**src/rtl/permute_pkg.sv**
```systemverilog
// Shared definitions for the permutation stages: plane geometry, the
// load/emit state encoding, and bit <-> (x, y) index helpers.
package permute_pkg;

   localparam int PLANE_W = 25;
   localparam int ROW_W   = 5;

   typedef logic [0:0] state_t;
   localparam state_t LOAD = 1'b0;
   localparam state_t EMIT = 1'b1;

   function automatic int bit_x(input int i);
      return i % ROW_W;
   endfunction

   function automatic int bit_y(input int i);
      return i / ROW_W;
   endfunction

   function automatic int bit_idx(input int x, input int y);
      return ROW_W * y + x;
   endfunction

endpackage

```
**src/rtl/column_parity.sv**
```systemverilog
// Column parity of one 5x5 plane: parity[x] is the XOR of the five bits in column x.
module column_parity
   import permute_pkg::*;
(
   input  logic [PLANE_W-1:0] plane,
   output logic [ROW_W-1:0]   parity
);

   genvar gi;
   generate
      for (gi = 0; gi < ROW_W; gi++) begin : g_col
         assign parity[gi] = plane[bit_idx(gi, 0)] ^ plane[bit_idx(gi, 1)]
                           ^ plane[bit_idx(gi, 2)] ^ plane[bit_idx(gi, 3)]
                           ^ plane[bit_idx(gi, 4)];
      end
   endgenerate

endmodule

```
**src/rtl/column_mix.sv**
```systemverilog
// Column-mix stage: buffers a frame of DEPTH slices with their column parities,
// then emits each slice XORed with the mix of neighbouring column parities.
module column_mix
   import permute_pkg::*;
#(
   parameter int DEPTH = 4
)
(
   input  logic               clk,
   input  logic               rst_n,
   input  logic               in_valid,
   output logic               in_ready,
   input  logic [PLANE_W-1:0] in_slice,
   output logic               out_valid,
   input  logic               out_ready,
   output logic [PLANE_W-1:0] out_slice,
   output logic               out_last
);

   localparam int CW = $clog2(DEPTH);
   localparam logic [CW-1:0] LAST_IDX = CW'(DEPTH - 1);

   state_t             state_reg, state_next;
   logic [CW-1:0]      load_cnt_reg, load_cnt_next;
   logic [CW-1:0]      emit_cnt_reg, emit_cnt_next;
   logic [CW-1:0]      rd_addr;
   logic [CW-1:0]      prev_idx;
   logic               in_fire, out_fire;

   logic [PLANE_W-1:0] slice_mem [DEPTH];
   logic [ROW_W-1:0]   parity_mem [DEPTH];
   logic [PLANE_W-1:0] slice_rd_reg;

   logic [ROW_W-1:0]   in_parity;
   logic [ROW_W-1:0]   c_cur, c_prev, mix_term;
   logic [PLANE_W-1:0] mixed;

   function automatic logic [CW-1:0] wrap_inc(input logic [CW-1:0] v);
      return (v == LAST_IDX) ? '0 : v + CW'(1);
   endfunction

   column_parity u_parity (
      .plane  (in_slice),
      .parity (in_parity)
   );

   assign in_ready  = (state_reg == LOAD);
   assign out_valid = (state_reg == EMIT);
   assign in_fire   = in_valid & in_ready;
   assign out_fire  = out_valid & out_ready;

   always_comb begin
      state_next    = state_reg;
      load_cnt_next = load_cnt_reg;
      emit_cnt_next = emit_cnt_reg;
      if (in_fire) begin
         load_cnt_next = wrap_inc(load_cnt_reg);
         if (load_cnt_reg == LAST_IDX) state_next = EMIT;
      end
      if (out_fire) begin
         emit_cnt_next = wrap_inc(emit_cnt_reg);
         if (emit_cnt_reg == LAST_IDX) state_next = LOAD;
      end
   end

   always_ff @(posedge clk) begin
      if (!rst_n) begin
         state_reg    <= LOAD;
         load_cnt_reg <= '0;
         emit_cnt_reg <= '0;
      end else begin
         state_reg    <= state_next;
         load_cnt_reg <= load_cnt_next;
         emit_cnt_reg <= emit_cnt_next;
      end
   end

   // Read address runs one slice ahead on a handshake so the registered read
   // lines up with emit_cnt_reg; in LOAD it parks on slice 0 for the first output.
   assign rd_addr = out_fire ? wrap_inc(emit_cnt_reg) : emit_cnt_reg;

   always_ff @(posedge clk) begin
      if (in_fire) slice_mem[load_cnt_reg] <= in_slice;
      slice_rd_reg <= slice_mem[rd_addr];
   end

   always_ff @(posedge clk) begin
      if (in_fire) parity_mem[load_cnt_reg] <= in_parity;
   end

   assign prev_idx = (emit_cnt_reg == '0) ? LAST_IDX : emit_cnt_reg - CW'(1);
   assign c_cur    = parity_mem[emit_cnt_reg];
   assign c_prev   = parity_mem[prev_idx];

   genvar gi;
   generate
      for (gi = 0; gi < ROW_W; gi++) begin : g_mix
         assign mix_term[gi] = c_cur[(gi + 4) % ROW_W] ^ c_prev[(gi + 1) % ROW_W];
      end
      for (gi = 0; gi < PLANE_W; gi++) begin : g_out
         assign mixed[gi] = slice_rd_reg[gi] ^ mix_term[bit_x(gi)];
      end
   endgenerate

   // Gating keeps stale buffer contents off the output while loading.
   assign out_slice = out_valid ? mixed : '0;
   assign out_last  = out_valid && (emit_cnt_reg == LAST_IDX);

endmodule

```
**config.mk**
```make
export PLATFORM = sky130hd
export DESIGN_NAME = column_mix
export DESIGN_NICKNAME = d
export VERILOG_FILES = /design/src/rtl/permute_pkg.sv /design/src/rtl/column_parity.sv /design/src/rtl/column_mix.sv
export SDC_FILE = /design/constraint.sdc
export NUM_CORES = 1
export LEC_CHECK = 0
export ABC_CLOCK_PERIOD_IN_PS = 3200
export CORE_UTILIZATION = 40
export DETAILED_ROUTE_END_ITERATION = 16
export PLACE_DENSITY = 0.58
export SETUP_SLACK_MARGIN = 0.2
export SYNTH_ARGS = -nofsm -noshare
export SYNTH_HDL_FRONTEND = slang
export SYNTH_HIERARCHICAL = 1
export SYNTH_SLANG_ARGS = --single-unit
```
**constraint.sdc**
```tcl
create_clock -name clk -period 3.2 [get_ports clk]
set_input_delay 0.48 -clock clk [delete_from_list [all_inputs] [get_ports clk]]
set_output_delay 0.48 -clock clk [all_outputs]
set_load 0.005 [all_outputs]
```
== Word-level counts from Yosys, hierarchy flattened ==
Memories as Yosys holds them, arrays and structs flattened. A register that Yosys moved wholly into a read port is not among the register bits.
Cells that the tools add are included.

* Flip-flop bits (word level): 5
* Bits in writable memories: 120
* Input bits: 29
* Output and inout port bits: 28
* Word-level logic and storage cells: 77
* Memories: 2

* Add/subtract/negate cells: 3
* Equal/unequal tests: 2
* Mux-type cells: 12
* Bitwise gates (word level): 53
* Reduce and logical (&&, ||, !) cells: 2

{| class="wikitable"
|+ Memory list
! name !! words !! width !! read ports !! clocked after Yosys merged registers in !! wr ports !! RTL line !! text
|-
| slice_mem || 4 || 25 || 1 || 1 || 1 || column_mix.sv:30 || <nowiki>logic [PLANE_W-1:0] slice_mem [DEPTH];</nowiki>
|-
| parity_mem || 4 || 5 || 2 || 1 || 1 || column_mix.sv:31 || <nowiki>logic [ROW_W-1:0] parity_mem [DEPTH];</nowiki>
|}

{| class="wikitable"
|+ Operators with widths
! operator !! number
|-
| 1-bit bitwise XOR || 50
|-
| 25-bit 2-to-1 mux || 1
|-
| 2-bit 2-to-1 mux || 5
|-
| 1-bit 2-to-1 mux || 6
|-
| 2-bit by 1-bit adder with 2-bit output (second input constant) || 2
|-
| 2-bit == test (second input constant) || 2
|-
| 1-bit bitwise AND || 2
|-
| 2-bit zero test || 1
|-
| 2-bit by 1-bit subtractor with 2-bit output (second input constant) || 1
|-
| 1-bit logical AND || 1
|-
| 1-bit NOT || 1
|}

== Logic depth before layout (Yosys ltp) ==
Gate-level depths: netlist of the first run.
An unclocked memory read counts as a cell.

* Depth in word-level cells: 6
* Gate-level depth with buffers: 8
* Depth with buffers taken out: 6

== By module ==
Netlist of the first run, hierarchy kept.

{| class="wikitable"
|+ Modules (own cells, without submodules)
! module !! times used !! cells an instance !! area each (um2) !! seq. area each (um2)
|-
| column_mix || 1 || 365 || 6139.6 || 4204.0
|-
| column_parity || 1 || 15 || 200.2 || 0.0
|}

== Worst setup path before layout of the first run ==
Ideal clock, no wire load.

* Kind: flip-flop to output port
* From: reg emit_cnt_reg[1]
* To: out out_slice[11]
* Arrival: 2.156 ns
* Required time: 2.720 ns
* Path slack: 0.564 ns
* Cell stages (with the launch flop): 9
* Buffers on the path: 2
* Path through: dfxtp_1 -> clkbuf_1 -> inv_1 -> ha_1 -> nor2b_4 -> buf_6 -> mux4_2 -> xnor2_4 -> mux2i_1

* Cells in the longest elaborated chain, start to end: 6
* Elaborated cells on any way between the ends: 7
* Classes of those cells: add/sub (1); mux (2); bitwise (2); reduce/logical (1); memory (1)

{| class="wikitable"
|+ Ends and longest elaborated chain
! what !! RTL line !! text
|-
| from (decl) || column_mix.sv:25 || <nowiki>logic [CW-1:0] emit_cnt_reg, emit_cnt_next;</nowiki>
|-
| from (signal assigned) || column_mix.sv:74 || <nowiki>emit_cnt_reg <= emit_cnt_next;</nowiki>
|-
| 2-bit by 1-bit subtractor with 2-bit output / 2-bit zero test (equally long branches) || column_mix.sv:91 || <nowiki>assign prev_idx = (emit_cnt_reg == '0) ? LAST_IDX : emit_cnt_reg - CW'(1);</nowiki>
|-
| 2-bit 2-to-1 mux (*) || column_mix.sv:91 ||
|-
| memory 4 x 5 bit (*) || - ||
|-
| 1-bit bitwise XOR (*) || column_mix.sv:98 || <nowiki>assign mix_term[gi] = c_cur[(gi + 4) % ROW_W] ^ c_prev[(gi + 1) % ROW_W];</nowiki>
|-
| 1-bit bitwise XOR (*) || column_mix.sv:101 || <nowiki>assign mixed[gi] = slice_rd_reg[gi] ^ mix_term[bit_x(gi)];</nowiki>
|-
| 25-bit 2-to-1 mux (*) || column_mix.sv:106 || <nowiki>assign out_slice = out_valid ? mixed : '0;</nowiki>
|-
| to (decl) || column_mix.sv:16 || <nowiki>output logic [PLANE_W-1:0] out_slice,</nowiki>
|}

Mark *: on every way between the ends. The rest lies on a longest branch, timed or not.

== Final worst setup path of the first run ==
* From: reg emit_cnt_reg[0]
* To: out out_slice[6]

Same word-level chain as after synthesis.

==> results_dict.tcl, run 1 <==
set metrics [dict create \
    status "finished, final reports clean" \
    leakage_nw 3.32 \
    syn_area_per_cell_um2 16.7 \
    synthSimpleGateAreaFrac_pct 5.31 \
    ant_nets 0 \
    tns_ns 0 \
    power.net_switching_mw 0.950 \
    ios 57 \
    cap_violations 0 \
    antenna_found_initial 1 \
    r2r_start "out_valid" \
    finalSetupViolCount 0 \
    synth_area_mm2 0.00634 \
    firstDrtPassIters 4 \
    yosysUniqueCellTypes 25 \
    hold_viol 0 \
    clkPwrFrac_pct 39.4 \
    synth_edf_count 120 \
    track_usage_pct 15.8 \
    drive_gt1_share_pct 23.0 \
    criticalPathCategory "flip-flop to primary output" \
    dp.cells 644 \
    clockRootBuffer "clkbuf_16" \
    layout_common_cells "edfxtp_1, mux2i_1, clkdlybuf4s50_1" \
    ir_drop_mv 0.286 \
    switching_share_pct 21.4 \
    path_max_fanout 5 \
    fmax_ghz 0.326 \
    dp_hpwl_um 7090 \
    powerDensity_mw_per_mm2 562 \
    hold_ws_ns 0.509 \
    cts_htree_levels 4 \
    initial_core_util_pct 41.4 \
    core_area_mm2 0.0153 \
    cts_made_buffers 17 \
    finalClockSkew_ns 0.0119 \
    rsz0062_at_grt "true" \
    num_vias 3283 \
    hp-start "slice_mem[3][19]" \
    clock_path_buffers 2 \
    cp-start-kind "flip-flop" \
    synthArstFlopShare_pct 0 \
    yosysWarnings 6 \
    gp_congestion 0.736 \
    worstReg2RegEnd "slice_rd_reg[17]" \
    grt_max_degree 52 \
    insertion_delay_ns 0.42 \
    rows 45 \
    hold_path_class "flip-flop to flip-flop" \
    cts.sinks 150 \
    grt_pass1_wl_um 18400 \
    synthMuxAreaShare_pct 19.8 \
    synthAdderAreaFrac_pct 1.18 \
    routed_wl_um 11700 \
    place_area_mm2 0.00721 \
    worstPathRequired_ns 2.72 \
    synth-compound-area-share_pct 0.296 \
    first_iter_violations 143 \
    io_buffer_count 56 \
    wl_per_cell_um 16.8 \
    synth_xor_area_share_pct 5.33 \
    relSlewSlack_pct 52.5 \
    largest_register_ffs 100 \
    min_period_ns 3.07 \
    crit_path_end_kind "primary output" \
    clk_pin_slew_ns 0.06 \
    internal_power_mw 3.49 \
    finalCritPeriodShare_pct 95.8 \
    worstRegToRegCells 5 \
    r2r_slack_ns 0.95 \
    die_h_um 128 \
    stdcell_area_mm2 0.00791 \
    syn-num-nets 415 \
    grt_pass1_vias 3324 \
    synth_seq_cells 150 \
    max_slew.worst_pin.slew_ns 0.713 \
    comb_power_share_pct 9.8 \
    yosysSeqAreaShare_pct 66.3 \
    endpoint "out_slice[6]" \
    die_x_um 128 \
    cp.arrival_ns 2.59 \
    cts_tree "yes" \
    finalPower_mw 4.44 \
    area_growth_pct 24.7 \
    synth_flop_cell "edfxtp_1" \
    startpoint "emit_cnt_reg[0]" \
    synthCells 380 \
    final_cells 698 \
    grt-ovfl-total 0 \
    final_nets 508 \
    synth_top_family_by_area "multiplexers" \
    routed_via_density 4.70 \
    dieArea_mm2 0.0164 \
    slew_violations 0 \
    p_seq_share_pct 50.9 \
    mostFrequentLayoutCell "edfxtp_1" \
    drc 0 \
    hold_buffers 0 \
]
-- cells in the mapped netlist (2+ instances only) --
cell type	number	area [µm²]
dfxtp_1	30	601
nand2_1	27	101
clkbuf_1	5	18.8
mux4_2	8	180
xnor2_4	5	138
inv_1	6	22.5
and2_1	4	25.0
edfxtp_1	120	3600
buf_2	7	35.0
xnor2_1	5	43.8
nor2_1	9	33.8
ha_1	6	75.1
mux2i_1	101	1010
nand2b_1	25	156
mux4_1	2	52.6
xor2_1	5	43.8
buf_6	2	22.5
a21oi_1	2	10.0
xnor3_1	5	113
-- layer usage --
layer / vias up / global-route usage, % / part of all wire (%)
met5: - / 0 / 0
met4: 0 / 7.54 / 1.9
met2: 58 / 26.5 / 51
met3: 16 / 4.38 / 3.6
li1: 1598 / - / -
met1: 1611 / 18.7 / 44
-- worst min-delay path by stage --
stage,end,cells after the start
floorplan,slice_rd_reg[10],2
global placement,slice_rd_reg[24],2
detailed placement,slice_rd_reg[8],2
CTS,slice_rd_reg[19],2
global route,slice_rd_reg[19],2
finish,slice_rd_reg[19],2
-- power by group through the flow --
| stage | Clock (mW) | Sequential, mW | Combinational [mW] |
|---|---|---|---|
| floorplan | 0 | 2.29 | 0.210 |
| global placement | 0 | 2.30 | 0.336 |
| detailed placement | 0 | 2.30 | 0.343 |
| CTS | 1.79 | 2.26 | 0.423 |
| global route | 1.88 | 2.27 | 0.467 |
| finish | 1.75 | 2.26 | 0.434 |
-- critical path, stage by stage (launching register included) --
cell	delay, ns
dfxtp_2	0.34
inv_2	0.05
ha_4	0.15
nor2b_4	0.20
buf_4	0.15
mux4_2	0.54
xnor2_4	0.16
buf_4	0.14
buf_12	0.10
mux2i_1	0.19
buf_2	0.14
-- layout make-up --
cell class / instances / area [µm²]
Clock inverter: 8 / 50.0
Timing Repair Buffer: 90 / 803
Clock buffer: 24 / 472
Sequential cell: 150 / 4210
Multi-Input combinational cell: 208 / 2090
Inverter: 6 / 22.5
Tap cell: 211 / 264
Fill cell: 1302 / 7410
Antenna cell: 1 / 2.50
-- stage by stage --
step           worst slack (ns)  utilization [%]
4_1_cts                  0.0921             51.4
3_5_place_dp             0.0824             47.1
5_1_grt                 -0.0107             51.6
6_report                  0.133             51.6
2_1_floorplan             0.564                -
3_3_place_gp             0.0840             47.1
-- kinds of logic after synthesis --
kind of cell,count (synthesis)
AO/OA/AOI/OAI,3
multiplexers,112
XOR/XNOR,20
adder cells (fa/ha/maj),6
buffers and inverters,22
AND/OR/NAND/NOR,67
flip-flops,150
-- repair_timing --
item | CTS | global route
pin swaps | 6 | 1
setup buffers | 16 | 5
setup endpoints to repair | 25 | 25
gates resized for setup | 121 | 8
(Power assumes the default switching activity.)
==> run 2, diff against run 1 <==
Settings changed: ABC_CLOCK_PERIOD_IN_PS 3200 to 2770, PLACE_DENSITY 0.58 to 0.6.
Clock period 3.2 ns to 2.77 ns, I/O delays scaled along.
==> results_dict.tcl, run 2 (synthesized netlist as in run 1, its figures left out) <==
set metrics [dict create \
    status "finished with violations" \
    failed_checks "setup timing" \
    dieArea_mm2 0.0164 \
    powerDensity_mw_per_mm2 651 \
    cts.sinks 150 \
    clock_path_buffers 2 \
    path_max_fanout 5 \
    routed_via_density 4.77 \
    io_buffer_count 56 \
    max_slew.worst_pin.slew_ns 0.494 \
    firstDrtPassIters 4 \
    comb_power_share_pct 9.9 \
    hold_path_class "flip-flop to flip-flop" \
    num_vias 3332 \
    finalClockSkew_ns 0.00877 \
    hold_buffers 0 \
    diodes 0 \
    die_x_um 128 \
    fmax_ghz 0.334 \
    leakage_nw 3.37 \
    internal_power_mw 4.08 \
    final_core_util_pct 52.0 \
    routed_wl_um 11700 \
    wl_per_cell_um 16.8 \
    p_seq_share_pct 50.3 \
    layout_common_cells "edfxtp_1, mux2i_1, clkdlybuf4s50_1" \
    gp_congestion 0.728 \
    clk_pin_slew_ns 0.06 \
    mostFrequentLayoutCell "edfxtp_1" \
    power.net_switching_mw 1.11 \
    grt-ovfl-total 0 \
    crit_path_end_kind "primary output" \
    post-place-ws_ns -0.297 \
    ios 57 \
    cts_tree "yes" \
    insertion_delay_ns 0.42 \
    finalSetupViolCount 25 \
    clockRootBuffer "clkbuf_16" \
    clkPwrFrac_pct 39.8 \
    grt_pass1_wl_um 18300 \
    finalWorstSetupSlack_ns -0.228 \
    ant_nets 0 \
    final_nets 510 \
    grt_pass1_vias 3303 \
    final_cells 699 \
    track_usage_pct 15.5 \
    largest_register_ffs 100 \
    rsz0062_at_grt "true" \
    cp-start-kind "flip-flop" \
    initial_core_util_pct 41.4 \
    first_iter_violations 197 \
    core_area_mm2 0.0153 \
    worstPathRequired_ns 2.35 \
    dp_hpwl_um 7250 \
    antenna_found_initial 1 \
    min_period_ns 3.00 \
    die_h_um 128 \
    relSlewSlack_pct 67.0 \
    slew_violations 0 \
    dp.cells 650 \
    cts_htree_levels 4 \
    rows 45 \
    switching_share_pct 21.4 \
    fillers 1263 \
    drive_gt1_share_pct 23.4 \
    area_growth_pct 25.6 \
    criticalPathCategory "flip-flop to primary output" \
    cts_made_buffers 17 \
    grt_max_degree 42 \
    ir_drop_mv 0.446 \
    hold_viol 0 \
    cp.arrival_ns 2.58 \
    drc 0 \
    finalCritPeriodShare_pct 108 \
    cap_violations 0 \
]
## run 2: layout make-up
type	count	area (µm²)	share of cell area, %
clock buffers	21	440	5.53
clock inverters	11	87.6	1.10
inverters	6	22.5	0.283
multi-input cells	208	2080	26.2
flip-flops and latches	150	4210	52.9
well taps	211	264	3.32
repair buffers	92	857	10.8
## run 2: per-layer routing
metal / wire length, µm / GRT usage [%] / share of wire, %
met1: 5120 / 18.3 / 44
met2: 6080 / 26.6 / 52
met3: 402 / 4.59 / 3.4
met4: 107 / 6.44 / 0.91
met5: 18 / 0 / 0.15
## run 2: final timing paths
kind / from / to / slack [ns] / cells after the start
max: emit_cnt_reg[0] / out_slice[17] / -0.23 / 10
min: slice_mem[3][18] / slice_rd_reg[18] / 0.52 / 2
max reg2reg: out_valid / slice_rd_reg[13] / 0.79 / 5
min reg2reg: slice_mem[3][18] / slice_rd_reg[18] / 0.52 / 2
## run 2: through the flow
step	power, mW	hold WS, ns	cell area (µm²)	TNS [ns]
final	5.19	0.518	7960	-3.72
after global routing	5.37	0.548	7960	-6.90
after CTS	5.25	0.523	7930	-4.85
after detailed placement	3.08	0.510	7310	-5.01
after global placement	3.07	0.507	7310	-4.56
after floorplan	2.89	0.492	6340	0
## run 2: power by group through the flow
stage / logic, mW / registers [mW] / clock network (mW)
final: 0.512 / 2.61 / 2.06
after CTS: 0.519 / 2.61 / 2.12
after floorplan: 0.242 / 2.64 / 0
after global placement: 0.418 / 2.65 / 0
after detailed placement: 0.425 / 2.65 / 0
after global routing: 0.549 / 2.62 / 2.21
## run 2: worst max-delay path, stage by stage, from the launching register on
cell     delay [ns]
dfxtp_2        0.35
inv_2          0.05
ha_4           0.15
nor2b_4        0.16
buf_4          0.14
mux4_2         0.55
xnor2_4        0.22
buf_6          0.14
buf_6          0.09
mux2i_1        0.18
buf_2          0.13
## run 2: timing repair
item | 4_1_cts | 5_1_grt
setup endpoints to repair | 25 | 25
pin swaps | 6 | 0
gates resized for setup | 124 | 1
setup buffers | 13 | 4
==> run 3, diff against run 2 <==
Settings changed: CELL_PAD_IN_SITES_DETAIL_PLACEMENT set to 2, CELL_PAD_IN_SITES_GLOBAL_PLACEMENT set to 2, CORE_UTILIZATION 40 to 38, PLACE_DENSITY 0.6 to 0.74, SKIP_CTS_REPAIR_TIMING set to 1.
==> results_dict.tcl, run 3 (synthesized netlist as in run 1, its figures left out) <==
set metrics [dict create \
    layout_common_cells "edfxtp_1, mux2i_1, clkdlybuf4s50_1" \
    core_area_mm2 0.0161 \
    first_iter_violations 175 \
    relSlewSlack_pct 64.5 \
    num_vias 3480 \
    worstRegToRegCells 5 \
    insertion_delay_ns 0.42 \
    cp.arrival_ns 2.67 \
    hold_viol 0 \
    worstReg2RegEnd "slice_rd_reg[7]" \
    clkPwrFrac_pct 39.7 \
    die_h_um 131 \
    mostFrequentLayoutCell "edfxtp_1" \
    grt-ovfl-total 0 \
    r2r_start "out_valid" \
    ios 57 \
    met3_usage_pct 3.55 \
    ir_drop_mv 0.422 \
    failed_checks "setup timing" \
    antenna_found_initial 0 \
    final_nets 503 \
    hp-start "slice_mem[3][18]" \
    leakage_nw 3.32 \
    firstDrtPassIters 4 \
    dp_hpwl_um 9030 \
    ant_nets 0 \
    post-place-ws_ns -0.385 \
    finalCritPeriodShare_pct 111 \
    clock_path_buffers 2 \
    grt_pass1_wl_um 22600 \
    area_growth_pct 25.2 \
    gr-usage-met2_pct 33.0 \
    grt_max_degree 35 \
    hold_path_class "flip-flop to flip-flop" \
    switching_share_pct 23.1 \
    gp_congestion 0.713 \
    r2r_slack_ns 0.52 \
    fillers 1469 \
    tns_ns -5.76 \
    final-seq-area_mm2 0.00421 \
    routed_wl_um 15200 \
    drc 0 \
    wl_per_cell_um 21.9 \
    die_x_um 131 \
    cts_made_buffers 17 \
    io_buffer_count 56 \
    power.net_switching_mw 1.20 \
    finalClockSkew_ns 0.0102 \
    clk_pin_slew_ns 0.06 \
    cts.sinks 150 \
    cp-start-kind "flip-flop" \
    path_max_fanout 4 \
    place_area_mm2 0.00735 \
    largest_register_ffs 100 \
    diodes 0 \
    finalWorstSetupSlack_ns -0.312 \
    comb_power_share_pct 9.9 \
    criticalPathCategory "flip-flop to primary output" \
    holdPathEnd "slice_rd_reg[18]" \
    max_slew.worst_pin.slew_ns 0.532 \
    rows 46 \
    track_usage_pct 18.0 \
    stdcell_area_mm2 0.00794 \
    drive_gt1_share_pct 22.5 \
    busiest_layer "met2" \
    p_seq_share_pct 50.4 \
    grt_pass1_vias 3854 \
    min_period_ns 3.08 \
    status "finished with violations" \
    finalSetupViolCount 25 \
    routed_via_density 4.99 \
    cts_tree "yes" \
    cts_htree_levels 4 \
    worstPathRequired_ns 2.35 \
    multi_input_area_mm2 0.00208 \
    cap_violations 0 \
    grt_use_met1_pct 20.6 \
    min_delay_path_depth 2 \
    clockRootBuffer "clkbuf_16" \
    powerDensity_mw_per_mm2 654 \
    crit_path_end_kind "primary output" \
    slew_violations 0 \
    rsz0062_at_grt "true" \
    internal_power_mw 3.99 \
    dieArea_mm2 0.0172 \
    fmax_ghz 0.324 \
    initial_core_util_pct 39.5 \
]
[run 3: cell count changes in the layout (fill, tap and decap cells not counted), sizes merged]
cell,previous run,this run
clkinv,10,9
bufinv,1,0
buf,61,51
clkinvlp,0,5
[run 3: final cells by class]
cell class / count / share of cell area [%]
Clock buffer: 18 / 5.53
Clock inverter: 14 / 1.10
Inverter: 6 / 0.284
Multi-Input combinational cell: 208 / 26.2
Sequential cell: 150 / 53.0
Tap cell: 216 / 3.40
Timing Repair Buffer: 85 / 10.5
[run 3: worst max-delay path, stage by stage (launching register included)]
cell and delay [ns]:
dfxtp_2 0.36, inv_2 0.05, ha_4 0.16, nor2b_4 0.20
buf_6 0.13, buf_6 0.08, mux4_2 0.54, xnor2_4 0.18
buf_12 0.13, buf_6 0.10, mux2i_1 0.18, buf_2 0.14
[run 3: worst max path at each step]
stage | start | slack (ns) | end
final | emit_cnt_reg[0] | -0.31 | out_slice[6]
after global placement | emit_cnt_reg[0] | -0.26 | out_slice[18]
after floorplan | emit_cnt_reg[1] | 0.31 | out_slice[0]
after global routing | emit_cnt_reg[0] | -0.44 | out_slice[14]
after CTS | emit_cnt_reg[0] | -0.87 | out_slice[18]
after detailed placement | emit_cnt_reg[0] | -0.39 | out_slice[18]
[run 3: per-stage QoR]
stage               power, mW  hold slack, ns  utilization, %  instances
CTS                      5.19           0.533            49.0        685
finish                   5.19           0.521            49.4        697
floorplan                2.89           0.492               -        380
global placement         3.09           0.507            45.8        653
detailed placement       3.12           0.517            45.8        653
global route             5.37           0.551            49.4        697
[run 3: power by group through the flow]
stage                     logic (mW)  registers, mW  clock network [mW]
after floorplan                0.242           2.64                   0
after global placement         0.441           2.65                   0
after detailed placement       0.459           2.66                   0
after CTS                      0.467           2.62                2.10
after global routing           0.544           2.63                2.20
final                          0.512           2.62                2.06
[run 3: metal layers]
| layer | up-vias | wire length (µm) | share of wire [%] |
|---|---|---|---|
| li1 | 1593 | - | - |
| met1 | 1797 | 6150 | 40 |
| met2 | 66 | 8410 | 55 |
| met3 | 24 | 416 | 2.7 |
| met4 | 0 | 257 | 1.7 |
| met5 | - | 0 | 0 |
